--- src/rtl/sprite_capture_writer.sv ---
// Window-capture writer: arms on capture_in, waits for a frame start, then writes
// every in-window palette index of the live stream into the sprite image BRAM.
module sprite_capture_writer #(
    parameter int WIDTH  = 256,
    parameter int HEIGHT = 256
) (
    input  logic                                pixel_clk_in,
    input  logic                                rst_in,
    input  logic                                capture_in,
    input  logic [10:0]                         x_in,
    input  logic [9:0]                          y_in,
    input  logic [10:0]                         hcount_in,
    input  logic [9:0]                          vcount_in,
    input  logic                                data_valid_in,
    input  logic [7:0]                          pixel_in,
    output logic [$clog2(WIDTH*HEIGHT)-1:0]     addr_out,
    output logic [7:0]                          data_out,
    output logic                                we_out,
    output logic                                busy_out,
    output logic                                done_out,
    output logic                                partial_out
);

    localparam int              AW       = $clog2(WIDTH*HEIGHT);
    localparam int              CW       = $clog2(WIDTH*HEIGHT + 1);
    localparam logic [CW-1:0]   LAST_CNT = CW'(WIDTH*HEIGHT - 1);
    localparam logic [11:0]     W12      = 12'(WIDTH);
    localparam logic [10:0]     H11      = 11'(HEIGHT);

    typedef enum logic [1:0] {S_IDLE, S_ARMED, S_CAPTURE} state_t;

    state_t          state_q, state_d;
    logic [10:0]     x0_q, x0_d;
    logic [9:0]      y0_q, y0_d;
    logic [CW-1:0]   cnt_q, cnt_d;
    logic [AW-1:0]   addr_q, addr_d;
    logic [7:0]      data_q, data_d;
    logic            we_q, we_d;
    logic            busy_q, busy_d;
    logic            done_q, done_d;
    logic            partial_q, partial_d;

    // Bounds are widened by one bit so x0+WIDTH and y0+HEIGHT never wrap.
    logic [11:0]     hx, xs, xe, dx;
    logic [10:0]     vy, ys, ye, dy;
    logic            frame_start, in_win, is_last;

    always_comb begin
        hx          = {1'b0, hcount_in};
        xs          = {1'b0, x0_q};
        xe          = xs + W12;
        dx          = hx - xs;
        vy          = {1'b0, vcount_in};
        ys          = {1'b0, y0_q};
        ye          = ys + H11;
        dy          = vy - ys;
        frame_start = data_valid_in && (hcount_in == 11'd0) && (vcount_in == 10'd0);
        in_win      = data_valid_in && (hx >= xs) && (hx < xe) && (vy >= ys) && (vy < ye);
        is_last     = (hx == xe - 12'd1) && (vy == ye - 11'd1);
    end

    always_comb begin
        // NOTE: every next-state signal gets a default first so no latch is inferred.
        state_d   = state_q;
        x0_d      = x0_q;
        y0_d      = y0_q;
        cnt_d     = cnt_q;
        addr_d    = addr_q;
        data_d    = data_q;
        we_d      = 1'b0;
        busy_d    = busy_q;
        done_d    = 1'b0;
        partial_d = 1'b0;

        case (state_q)
            S_IDLE: begin
                // A request coinciding with the done pulse is dropped.
                if (capture_in && !done_q) begin
                    state_d = S_ARMED;
                    x0_d    = x_in;
                    y0_d    = y_in;
                    cnt_d   = '0;
                    busy_d  = 1'b1;
                end
            end
            S_ARMED, S_CAPTURE: begin
                if (state_q == S_CAPTURE && frame_start) begin
                    state_d   = S_IDLE;
                    done_d    = 1'b1;
                    partial_d = 1'b1;
                    busy_d    = 1'b0;
                end else if (state_q == S_CAPTURE || frame_start) begin
                    state_d = S_CAPTURE;
                    if (in_win) begin
                        we_d   = 1'b1;
                        // Modular arithmetic at AW bits equals truncating the full sum.
                        addr_d = AW'(dx) + AW'(dy) * AW'(WIDTH);
                        data_d = pixel_in;
                        cnt_d  = cnt_q + CW'(1);
                        if (is_last && cnt_q == LAST_CNT) begin
                            state_d = S_IDLE;
                            done_d  = 1'b1;
                            busy_d  = 1'b0;
                        end
                    end
                end
            end
            default: state_d = S_IDLE;
        endcase
    end

    always_ff @(posedge pixel_clk_in) begin
        // NOTE: state uses non-blocking assignments so all registers update together.
        if (rst_in) begin
            state_q   <= S_IDLE;
            x0_q      <= '0;
            y0_q      <= '0;
            cnt_q     <= '0;
            addr_q    <= '0;
            data_q    <= '0;
            we_q      <= 1'b0;
            busy_q    <= 1'b0;
            done_q    <= 1'b0;
            partial_q <= 1'b0;
        end else begin
            state_q   <= state_d;
            x0_q      <= x0_d;
            y0_q      <= y0_d;
            cnt_q     <= cnt_d;
            addr_q    <= addr_d;
            data_q    <= data_d;
            we_q      <= we_d;
            busy_q    <= busy_d;
            done_q    <= done_d;
            partial_q <= partial_d;
        end
    end

    assign addr_out    = addr_q;
    assign data_out    = data_q;
    assign we_out      = we_q;
    assign busy_out    = busy_q;
    assign done_out    = done_q;
    assign partial_out = partial_q;

endmodule

--- config.mk ---
export PLATFORM = sky130hd
export DESIGN_NAME = sprite_capture_writer
export DESIGN_NICKNAME = d
export VERILOG_FILES = /design/src/rtl/sprite_capture_writer.sv
export SDC_FILE = /design/constraint.sdc
export NUM_CORES = 1
export LEC_CHECK = 0
export ABC_AREA = 1
export CAP_MARGIN = 20
export CELL_PAD_IN_SITES_DETAIL_PLACEMENT = 0
export CELL_PAD_IN_SITES_GLOBAL_PLACEMENT = 1
export CORE_MARGIN = 1.5
export CORE_UTILIZATION = 38
export DETAILED_ROUTE_END_ITERATION = 8
export PLACE_DENSITY = 0.81
export SYNTH_ARGS = -nofsm -noshare
export SYNTH_HDL_FRONTEND = slang
export SYNTH_SLANG_ARGS = --single-unit
export TNS_END_PERCENT = 1
--- constraint.sdc ---
create_clock -name pixel_clk_in -period 3.6 [get_ports pixel_clk_in]
set_clock_uncertainty 0.15 [all_clocks]
set_input_delay 0.54 -clock pixel_clk_in [delete_from_list [all_inputs] [get_ports pixel_clk_in]]
set_output_delay 0.54 -clock pixel_clk_in [all_outputs]
set_load 0.01 [all_outputs]
==> metrics.cfg <==
[sta]
worst_pin_slew_ns=0.647
setup_slack_ns=0.312
finalSetupViolCount=0
hold_slack_ns=0.323
max_freq_mhz=304
hold_viol=0
drv_slew=0
slew_headroom=0.568
timing.final.crit_share=0.913
min_period_ns=3.29
rsz0062_at_grt=no

[placement]
dp_hpwl_mm=11.2
post_dp_cell_area_mm2=0.00618
place_ws_ns=-0.192
port_buffers=81
place.gp.congestion=0.908

[logic_synthesis]
synth.area.mux_share=0
yosys.area_share.simple=0.292
yosysUniqueCellTypes=40
synth_top_family_by_area=simple AND/OR/NAND/NOR gates
synth_nets=852
synth_compound_area_frac=0.146
async_flop_share=0
yosys_warnings=0
synth_most_common_cell=nand2_1
synth_edf_count=0
yosysTopAreaCellShare=0.271
syn_area_mm2=0.00503
syn_inst=755
synth.largest_area_cell=dfxtp_1
ys_top_cells_by_count=nand2_1 (158), nor2_1 (103), inv_1 (92), dfxtp_1 (68), a21oi_1 (57)
yosys-top-cells-area=dfxtp_1 (27%), nand2_1 (12%), ha_1 (10%)
synthXorXnorAreaFrac=0.0888
ys_ff_latch=68
synthAdderAreaFrac=0.111
postSynthAreaPerCell_um2=6.66
synth_flop_cell=dfxtp_1
seq_area_frac_synth=0.271

[routing]
drtAntennaViolNets=0
drt-wirelength-per-cell_um=14.0
first_pass_iters=4
routed_via_density=4.90
totalWireLength_mm=14.5
vias=5068
drc=0
initialDrtViolationCount=200

[floorplanning]
num_io_pins=82
row_count=41
die-area_mm2=0.0139
die_h_um=118
start_util=0.394
dieWidth_um=118
coreArea_mm2=0.0128

[power_and_ir_drop]
vdd_drop_max_mv=0.350
p_leak_nw=2.91
p_per_area_mw_per_mm2=618
power.total_mw=4.03

[worst_setup_path]
crit_required_ns=3.73
path_buf_inv=4
worst_path_max_delay_cell=clkdlybuf4s50_1
critPathMaxFanout=2
crit_type=input pin to flop
crit_chain=clkdlybuf4s50_1 -> inv_1 -> ha_1 -> inv_1 -> nand3_1 -> and2_1 -> o21ai_2 -> nand2_1 -> nand2_1 -> nand2_1 -> nand2_1 -> a21oi_2 -> o21ai_0 -> a21oi_1 -> ha_1 -> inv_1 -> o21ai_1 -> a31oi_2 -> nand3b_1 -> xnor2_1 -> nand2_1 -> a21oi_1
crit_family=compound AO/OA/AOI/OAI gates
worstSetupStartpointType=input pin
cpMostUsedCell=nand2_1
cp-end-kind=flop
startpoint=hcount_in[0]
reg2reg_from=cnt_q[0]
max_stage_delay_ns=0.46
worstPathArrival_ns=3.42
ff2ff_setup_slack_ns=0.38

[cells_and_area]
layout-drive-gt1-share=0.0789
num-nets-final=954
n_antenna_cell=0
syn2layout_area_growth_pct=29.7
finalCoreUtilization=0.511
fin_area_mm2=0.00652

[clocking]
cts-root-buf=clkbuf_16
cts_max_level=3
cts_tree=built
hold_buffers=0
clock-sinks=68
cts.clk_slew.worst_paths_ns=0.06
clock_latency_ns=0.34
cts_buffer_depth=2
numCtsBuffers=9

[global_route]
grt_pass1_vias=5006
grt_max_degree=39
overflow=0
grt_use_total=0.216
grt_first_pass_wirelength_mm=24.4
antenna_found_initial=0

[flow_run]
maxCapViolCount=0

[run_status]
status=complete, no violations

[min_path]
hp-start=busy_out
min_path_type=flop to flop

[through the flow]
stage | cells | TNS (ns)
2_1_floorplan | 755 | 0
3_3_place_gp | 1018 | -0.173
3_5_place_dp | 1018 | -0.512
4_1_cts | 1034 | 0
5_1_grt | 1034 | 0
6_report | 1034 | 0
[power by group]
group	internal [mW]	switching (mW)	total (mW)
Sequential	0.843	0.0820	0.925
Clock	0.575	0.365	0.941
Combinational	0.846	1.32	2.17
Total	2.27	1.77	4.03
[layer usage]
metal / vias to the layer above / wire length (µm) / global-route usage
met2: 81 / 6800 / 0.367
met4: 0 / 240 / 0.0678
met1: 2329 / 6970 / 0.279
li1: 2643 / - / -
met5: - / 0 / 0
met3: 15 / 487 / 0.0339
[cell usage in the layout, fill, tap and decap left out, types with 2 or more instances in the layout]
cell type          n
nand3_1           47
xor2_1            36
o21bai_1           2
a211oi_2           2
nor2_1           103
nand2_1          158
clkinv_4           2
nor4_1             3
a21boi_0           2
ha_1              39
or2_2              2
inv_2              2
fa_1               3
dfxtp_1           68
xnor2_1           15
a31oi_1            3
clkbuf_8           2
clkbuf_16          9
o21ai_2            2
o21ai_1            5
a21o_1             3
nand2_2            3
or2_1              2
inv_1             92
o21ai_0           51
buf_4             28
clkdlybuf4s50_1   80
a21oi_2            5
nor3_1             6
nand4_1           14
a21oi_1           56
[path summary, 6_finish.rpt]
check                                    end  cells past startpoint
worst max-delay path            addr_out[14]                     22
worst min-delay path                busy_out                      2
worst max register to register    state_q[1]                     18
worst min register to register      busy_out                      2
[sequential cells by signal, summed over array words and instances, names as in the netlist]
| signal | cells |
|---|---|
| addr_out | 16 |
| busy_out | 1 |
| cnt_q | 17 |
| data_out | 8 |
| done_out | 1 |
| partial_out | 1 |
| state_q | 2 |
| we_out | 1 |
| x0_q | 11 |
| y0_q | 10 |
[repair_timing]
action                                  in CTS  in global routing
endpoints found under the setup margin       0                  5
buffers inserted                             0                  0
resized for setup                            0                  9
[cell families after synthesis]
group	count (synthesis)
simple gates	346
compound gates	134
buf+inv	113
flops	68
xor+xnor	51
fa+ha+maj	43
[worst min-delay path, cell delays in order, from the launching register on]
cell and delay, ns:
dfxtp_1 0.31, nand2_1 0.06, a21oi_1 0.05
[final cells by class]
class                      instances  area [µm²]
tap                              172         215
multi-input combinational        574        3240
timing repair buffer             110        1040
clock inverter                     5        60.1
clock buffer                      11         253
sequential                        68        1360
fill                            1298        6250
inverter                          94         353
Note: power is estimated with default switching activity, not from simulation.
